**src/rtl/ucode_sequencer.sv**
```systemverilog
// rtl/ucode_sequencer.sv - microcode fetch/sequencing stage with uPC, ROM fetch and op handshake
// Optional step watchdog enabled by defining UCODE_WATCHDOG_EN.
module ucode_sequencer #(
   parameter int UPC_W   = 8,
   parameter int UWORD_W = 32
`ifdef UCODE_WATCHDOG_EN
   ,
   parameter int MAX_STEPS = 1024
`endif
) (
   input  logic               clk,
   input  logic               rst_n,
   input  logic               start,
   input  logic [UPC_W-1:0]   entry_addr,
   input  logic               alu_zero,
   input  logic               stall,
   output logic               rom_en,
   output logic [UPC_W-1:0]   rom_addr,
   input  logic [UWORD_W-1:0] rom_data,
   output logic               op_valid,
   output logic [3:0]         op_port_a_reg,
   output logic [3:0]         op_port_b_reg,
   output logic               op_port_a_we,
   output logic [3:0]         op_alu_op,
   output logic               op_alu_use_imm,
   output logic               op_alu_shift_right,
   output logic               op_jump_on_zero,
   output logic               op_ex_jump,
   output logic               op_in_alu,
   output logic               op_in_rf,
   output logic               op_in_dmem,
   output logic               op_in_imm,
   output logic               op_out_rf_write,
   output logic               op_out_dm_write,
   output logic [7:0]         op_immediate,
   output logic               op_signal_done,
   output logic               busy,
   output logic               done,
   output logic               wdt_error
);

   typedef enum logic [1:0] {S_IDLE, S_FETCH, S_EXEC} state_t;

   state_t             state_q, state_d;
   logic [UPC_W-1:0]   upc_q, upc_d;
   logic [UWORD_W-1:0] op_q, op_d;
   logic               op_valid_q, op_valid_d;
   logic               done_q, done_d;
   logic [7:0]         imm;
   logic [UPC_W-1:0]   upc_next;

`ifdef UCODE_WATCHDOG_EN
   localparam int SW = $clog2(MAX_STEPS + 1);
   localparam logic [SW-1:0] STEP_LAST = SW'(MAX_STEPS - 1);
   logic [SW-1:0] step_q, step_d;
   logic          wdt_q, wdt_d;
`endif

   // ExJump wins over JumpOnZero; both jump to the same Immediate target.
   always_comb begin
      imm = op_q[8:1];
      if (op_q[15] || (op_q[16] && alu_zero)) begin
         upc_next = imm[UPC_W-1:0];
      end else begin
         upc_next = upc_q + UPC_W'(1);
      end
   end

   always_comb begin
      state_d    = state_q;
      upc_d      = upc_q;
      op_d       = op_q;
      op_valid_d = op_valid_q;
      done_d     = 1'b0;
      rom_en     = 1'b0;
      rom_addr   = '0;
`ifdef UCODE_WATCHDOG_EN
      step_d     = step_q;
      wdt_d      = wdt_q;
`endif
      case (state_q)
         S_IDLE: begin
            if (start) begin
               rom_en   = 1'b1;
               rom_addr = entry_addr;
               upc_d    = entry_addr;
               state_d  = S_FETCH;
`ifdef UCODE_WATCHDOG_EN
               step_d   = '0;
               wdt_d    = 1'b0;
`endif
            end
         end
         S_FETCH: begin
            op_d       = rom_data;
            op_valid_d = 1'b1;
            state_d    = S_EXEC;
         end
         S_EXEC: begin
            if (!stall) begin
               op_d       = '0;
               op_valid_d = 1'b0;
`ifdef UCODE_WATCHDOG_EN
               step_d     = step_q + SW'(1);
`endif
               if (op_q[0]) begin
                  done_d  = 1'b1;
                  state_d = S_IDLE;
`ifdef UCODE_WATCHDOG_EN
               end else if (step_q == STEP_LAST) begin
                  wdt_d   = 1'b1;
                  state_d = S_IDLE;
`endif
               end else begin
                  rom_en   = 1'b1;
                  rom_addr = upc_next;
                  upc_d    = upc_next;
                  state_d  = S_FETCH;
               end
            end
         end
         default: state_d = S_IDLE;
      endcase
      if (!rst_n) begin
         rom_en   = 1'b0;
         rom_addr = '0;
      end
   end

   always_ff @(posedge clk) begin
      if (!rst_n) begin
         state_q    <= S_IDLE;
         upc_q      <= '0;
         op_q       <= '0;
         op_valid_q <= 1'b0;
         done_q     <= 1'b0;
`ifdef UCODE_WATCHDOG_EN
         step_q     <= '0;
         wdt_q      <= 1'b0;
`endif
      end else begin
         state_q    <= state_d;
         upc_q      <= upc_d;
         op_q       <= op_d;
         op_valid_q <= op_valid_d;
         done_q     <= done_d;
`ifdef UCODE_WATCHDOG_EN
         step_q     <= step_d;
         wdt_q      <= wdt_d;
`endif
      end
   end

`ifdef UCODE_WATCHDOG_EN
   assign wdt_error = wdt_q;
`else
   assign wdt_error = 1'b0;
`endif

   // op_q is cleared whenever op_valid drops, so fields read 0 outside EXEC.
   assign op_valid           = op_valid_q;
   assign op_port_a_reg      = op_q[31:28];
   assign op_port_b_reg      = op_q[27:24];
   assign op_port_a_we       = op_q[23];
   assign op_alu_op          = op_q[22:19];
   assign op_alu_use_imm     = op_q[18];
   assign op_alu_shift_right = op_q[17];
   assign op_jump_on_zero    = op_q[16];
   assign op_ex_jump         = op_q[15];
   assign op_in_alu          = op_q[14];
   assign op_in_rf           = op_q[13];
   assign op_in_dmem         = op_q[12];
   assign op_in_imm          = op_q[11];
   assign op_out_rf_write    = op_q[10];
   assign op_out_dm_write    = op_q[9];
   assign op_immediate       = op_q[8:1];
   assign op_signal_done     = op_q[0];
   assign busy               = (state_q != S_IDLE);
   assign done               = done_q;

endmodule

```
**config.mk**
```make
export PLATFORM = sky130hd
export DESIGN_NAME = ucode_sequencer
export DESIGN_NICKNAME = d
export VERILOG_FILES = /design/src/rtl/ucode_sequencer.sv
export SDC_FILE = /design/constraint.sdc
export NUM_CORES = 1
export LEC_CHECK = 0
export CAP_MARGIN = 5
export CORE_ASPECT_RATIO = 1.25
export CORE_UTILIZATION = 45
export CTS_CLUSTER_DIAMETER = 150
export DETAILED_ROUTE_END_ITERATION = 7
export PLACE_DENSITY = 0.82
export SLEW_MARGIN = 40
export SYNTH_ARGS = -nofsm -noshare
export SYNTH_HDL_FRONTEND = slang
export SYNTH_SLANG_ARGS = --single-unit
```
**constraint.sdc**
```tcl
create_clock -name clk -period 3.9 [get_ports clk]
set_input_delay 0.585 -clock clk [delete_from_list [all_inputs] [get_ports clk]]
set_output_delay 0.585 -clock clk [all_outputs]
set_load 0.05 [all_outputs]
```
==> results.json, run 1 <==
{
  "fin_crit_ns": 2.88,
  "drcViolationCount": 0,
  "clock_path_buffers": 2,
  "grt_pass1_wl_mm": 8.33,
  "nets": 344,
  "crit_chain": "clkdlybuf4s50_1 -> nor4b_4 -> o21ai_0 -> a21o_1 -> a21oi_1 -> buf_12",
  "ys_types": 40,
  "final_cell_count_no_fill": 355,
  "slew_headroom_pct": 64.7,
  "core_area_mm2": 0.00420,
  "vdd_drop_max_mv": 0.278,
  "worstSkewPairLatency_ns": 0.29,
  "grt_pass1_vias": 1818,
  "diodes": 0,
  "setup_tns_ns": 0,
  "cts_made_buffers": 5,
  "initial_utilization_pct": 48.2,
  "holdWs_ns": 0.509,
  "drt_iter0_markers": 127,
  "synth_edf_count": 0,
  "cts_root_buf": "clkbuf_8",
  "final_cell_area_mm2": 0.00305,
  "die_x_um": 62.0,
  "yosysTopAreaCell": "dfxtp_1",
  "p_leak_nw": 1.09,
  "drive_gt1_share_pct": 10.4,
  "synth_flop_cell": "dfxtp_1",
  "htree_levels": 2,
  "rows": 26,
  "yosysWarnings": 0,
  "synthArstFlopShare_pct": 0,
  "ctsHoldBuffers": 0,
  "gr-total-overflow": 0,
  "cp.arrival_ns": 2.30,
  "end_kind": "output pin",
  "synth.area.mux_share_pct": 0.557,
  "viasPerCell": 5.38,
  "cts_resized": 0,
  "finalHoldViolations": 0,
  "syn_to_final_growth_pct": 51.1,
  "worst-slew-pin-transition_ns": 0.528,
  "fin_crit_sh_pct": 73.9,
  "die_y_um": 76.9,
  "dieArea_mm2": 0.00477,
  "io_pins": 90,
  "port_buffers": 88,
  "dr_total_vias": 1910,
  "crit_fanout": 7,
  "setup_viol": 0,
  "gp_congestion": 0.850,
  "synth.most_common_cell": "dfxtp_1",
  "cts.clk_slew.worst_paths_ns": 0.08,
  "status": "finished clean",
  "syn-instance-count": 215,
  "power_density_mw_per_mm2": 383,
  "routed_wl_mm": 5.20,
  "placedCellCount": 347,
  "rsz0062_at_grt": "false",
  "wl_per_cell_um": 14.6,
  "grt_max_degree": 45,
  "antenna_left": 0,
  "synth_compound_area_share_pct": 24.6,
  "first_pass_iters": 6,
  "dp_hpwl_mm": 3.73,
  "syn_area_per_cell_um2": 9.40,
  "synth_top_family_by_area": "compound AO/OA/AOI/OAI gates",
  "synthTopCellsByCount": "dfxtp_1 (44), nor2b_1 (35), a22oi_1 (33)",
  "placement.cell_area_mm2": 0.00295,
  "ys_top_cells_by_area": "dfxtp_1 (44%), a22oi_1 (12%), nor2b_1 (11%), buf_2 (2.2%), nand2_1 (2.0%)",
  "skew_ns": 0.00320,
  "synth_area_mm2": 0.00202,
  "synth-adder-area-share_pct": 0.619,
  "grt_usage_pct": 23.2,
  "cts_setup_buffers": 0,
  "ys_seq_elements": 44,
  "path_class": "in2out",
  "crit_path_max_incr_delay_ns": 0.51,
  "maxSlewViolCount": 0,
  "cts_tree": "yes",
  "cts.sinks": 44,
  "synth-simple-area-share_pct": 23.4,
  "drv_cap": 0,
  "synth_xor_area_share_pct": 2.60,
  "syn_nets": 261,
  "cp-start-kind": "primary input",
  "antenna_found_initial": 0,
  "critPathSlowestCell": "clkdlybuf4s50_1",
  "yosysSeqAreaShare_pct": 43.6,
  "cp.required_ns": 3.31,
  "fmax_mhz": 347,
  "synth.top_cell.area_share_pct": 43.6,
  "hold_path.class": "reg2reg"
}
[worst max-delay path, delay by kind of cell]
family | cells | cell delay (ns)
AO/OA/AOI/OAI | 3 | 0.59
buffers and inverters | 2 | 0.68
AND/OR/NAND/NOR | 1 | 0.44
[per-layer routing]
metal,wire (µm),track usage (%),vias to the layer above
li1,-,-,942
met1,2220,27.8,906
met2,2690,38.5,54
met3,194,5.56,8
met4,89,8.44,0
met5,0,0,-
[per-stage QoR]
stage	worst slack, ns	power, mW	util (%)
2_1_floorplan	1.24	0.716	-
3_3_place_gp	1.05	0.836	70.2
3_5_place_dp	1.02	0.840	70.2
4_1_cts	1.01	1.18	72.8
5_1_grt	0.905	1.22	72.8
6_report	1.02	1.17	72.8
[registers in the layout (all words and copies together), names as in the netlist]
name      count
upc_q         8
op_valid      1
done          1
op_q         32
state_q       2
[logic make-up (layout without fill, tap and decap cells)]
| logic type | Yosys count | in the layout |
|---|---|---|
| multiplexers | 1 | 1 |
| adder cells (fa/ha/maj) | 1 | 1 |
| other | 1 | 1 |
| AO/OA/AOI/OAI | 69 | 69 |
| AND/OR/NAND/NOR | 76 | 76 |
| buffers and inverters | 17 | 101 |
| XOR/XNOR | 6 | 6 |
| flip-flops | 44 | 44 |
[report_power, final]
part,total [mW],switching [mW],leakage [nW],internal (mW)
logic,0.324,0.184,0.676,0.139
clock network,0.342,0.152,0.0552,0.190
registers,0.506,0.0275,0.359,0.478
[final timing paths]
path              startpoint           to  slack (ns)  cells past startpoint
setup / recovery       stall  rom_addr[4]        1.02                      6
hold / removal      upc_q[0]     upc_q[0]        0.51                      2
setup reg to reg  state_q[0]      op_q[6]        2.10                      6
hold reg to reg     upc_q[0]     upc_q[0]        0.51                      2
[placed cells by master (no fill, tap or decap), drive strengths merged, types with 2 or more instances in the layout]
cell type and instances:
o221a 3, nor2b 35, o21ai 6, o21a 3, clkbuf 6, a21o 2
nor3b 2, buf 13, xnor2 2, o32a 2, dfxtp 44, nand2 11
a21oi 8, xor2 4, nand2b 3, and3 6, a22oi 33, a31oi 6
nand3 5, nor2 9, a21boi 2, clkdlybuf4s50 79
[final cells by class]
class                   instances  area (µm²)
clock buffers                   6        72.6
clock inverters                 2        35.0
fillers                       339        1140
inverters                       1        3.75
multi-input cells             154        1050
flip-flops and latches         44         881
well taps                      56        70.1
repair buffers                 92         938
No activity file was read; power rests on OpenSTA's default activity.
==> inputs of run 2 (changes only) <==
Settings changed: CORE_UTILIZATION 45 to 38, PLACE_DENSITY 0.82 to 0.74.
Clock period 3.9 ns to 2.3 ns, I/O delays scaled along.
==> run 2 against run 1 <==
Effect of this change: sequential power is 70% higher; core utilization shrank 10 points; worst hold slack improved by 0.0077 ns; combinational power grew 81%; highest routed layer unchanged; via count grew 2.5%; final area increased by 4.5%; register-to-register slack worse by 1.5 ns; flip-flop and latch count stayed put; non-clock buffer count up 9; sequential share of layout area shrank 1.2 points; first-iteration DRC count is 36% lower; clock skew up 0.0023 ns; critical endpoint is now rom_addr[3].
==> results.json, run 2 (same netlist as run 1, synthesis figures left out) <==
{
  "power_density_mw_per_mm2": 607,
  "slew_headroom_pct": 65.4,
  "gp_congestion": 0.878,
  "grt_usage_pct": 20.4,
  "pwr-share-comb_pct": 30.2,
  "holdWs_ns": 0.516,
  "io_pins": 90,
  "hold_path.class": "reg2reg",
  "final_cell_mix": "clkdlybuf4s50_1 (79), dfxtp_1 (44), nor2b_1 (34)",
  "cts_root_buf": "clkbuf_8",
  "crit_fanout": 6,
  "grt_pass1_vias": 1896,
  "maxSlewViolCount": 0,
  "htree_levels": 2,
  "mostFrequentLayoutCell": "clkdlybuf4s50_1",
  "port_buffers": 88,
  "cp.required_ns": 1.96,
  "fin_crit_ns": 2.22,
  "power_frac_seq_pct": 44.3,
  "fmax_mhz": 451,
  "dp_slack_ns": 0.0654,
  "pwr-share-clk_pct": 25.5,
  "antenna_left": 0,
  "internal_power_mw": 1.32,
  "swShare_pct": 31.9,
  "largest_register_ffs": 32,
  "drv_cap": 0,
  "grt_pass1_wl_mm": 8.87,
  "syn_to_final_growth_pct": 57.9,
  "drive_gt1_share_pct": 14.3,
  "drt_iter0_markers": 81,
  "cp-start-kind": "primary input",
  "top_register": "op_q",
  "antenna_found_initial": 0,
  "viasPerCell": 5.29,
  "routed_wl_mm": 5.43,
  "dp_hpwl_mm": 3.93,
  "fin_crit_sh_pct": 96.3,
  "gr-total-overflow": 0,
  "rsz0062_at_grt": "false",
  "dr_total_vias": 1957,
  "clock_path_buffers": 2,
  "p_total_mw": 1.94,
  "rows": 29,
  "r2r_start": "state_q[0]",
  "vdd_drop_max_mv": 0.492,
  "nets": 353,
  "status": "finished clean",
  "finalHoldViolations": 0,
  "wl_per_cell_um": 14.7,
  "first_pass_iters": 6,
  "die_y_um": 83.6,
  "cp-startpoint": "stall",
  "cp.arrival_ns": 1.87,
  "final_cell_count_no_fill": 370,
  "p_switching_mw": 0.618,
  "end_kind": "output pin",
  "hp-start": "upc_q[0]",
  "cts_made_buffers": 5,
  "worst_slack_ns": 0.0841,
  "worst-slew-pin-transition_ns": 0.517,
  "dieArea_mm2": 0.00562,
  "die_x_um": 67.2,
  "skew_ns": 0.00553,
  "top_regs": "op_q (32), upc_q (8), state_q (2)",
  "setup_tns_ns": 0,
  "cts.sinks": 44,
  "diodes": 0,
  "worstSkewPairLatency_ns": 0.29,
  "cts_tree": "yes",
  "p_leak_nw": 1.14,
  "placedCellCount": 362,
  "grt_max_degree": 45,
  "path_class": "in2out",
  "drcViolationCount": 0,
  "initial_utilization_pct": 39.5,
  "cts.clk_slew.worst_paths_ns": 0.08,
  "core_area_mm2": 0.00512,
  "setup_viol": 0
}
==> run 2: cell type report <==
type,count,area [µm²]
clock buffers,7,86.3
clock inverters,1,7.51
fillers,435,1920
inverters,1,3.75
multi-input cells,154,1070
flip-flops and latches,44,881
well taps,62,77.6
repair buffers,101,1070
==> run 2: power by group through the flow <==
stage	Combinational, mW	Clock [mW]	Sequential (mW)
2_1_floorplan	0.239	0	0.978
3_3_place_gp	0.581	0	0.873
3_5_place_dp	0.586	0	0.874
4_1_cts	0.588	0.504	0.857
5_1_grt	0.622	0.539	0.866
6_report	0.586	0.494	0.858
==> run 2: path summary, 6_finish.rpt <==
kind / cells after the start / end / slack (ns)
max: 6 / rom_addr[3] / 0.08
min: 2 / upc_q[0] / 0.52
max reg2reg: 6 / upc_q[5] / 0.64
min reg2reg: 2 / upc_q[0] / 0.52
==> run 2: metrics by stage <==
| step | utilization, % | cell area [µm²] |
|---|---|---|
| floorplan | - | 2030 |
| global placement | 60.4 | 3090 |
| detailed placement | 60.4 | 3090 |
| CTS | 62.3 | 3190 |
| global route | 62.4 | 3190 |
| finish | 62.4 | 3190 |
==> run 2: worst max-delay path: stages <==
cell	delay (ns)
clkdlybuf4s50_1	0.46
nor4b_4	0.39
o21a_1	0.20
o21ai_0	0.13
a21oi_2	0.20
buf_12	0.15
==> run 2: repair_timing <==
item,CTS,global route
resized for setup,0,2
setup endpoints to repair,0,6
hold buffers,0,0
buffers inserted,0,0
hold endpoints to repair,0,0
==> run 2: metal layers <==
metal	vias up	track usage [%]	routed length [µm]
li1	961	-	-
met1	923	27.2	2400
met2	64	31.8	2650
met3	9	3.69	281
met4	0	8.12	100
met5	-	0	0
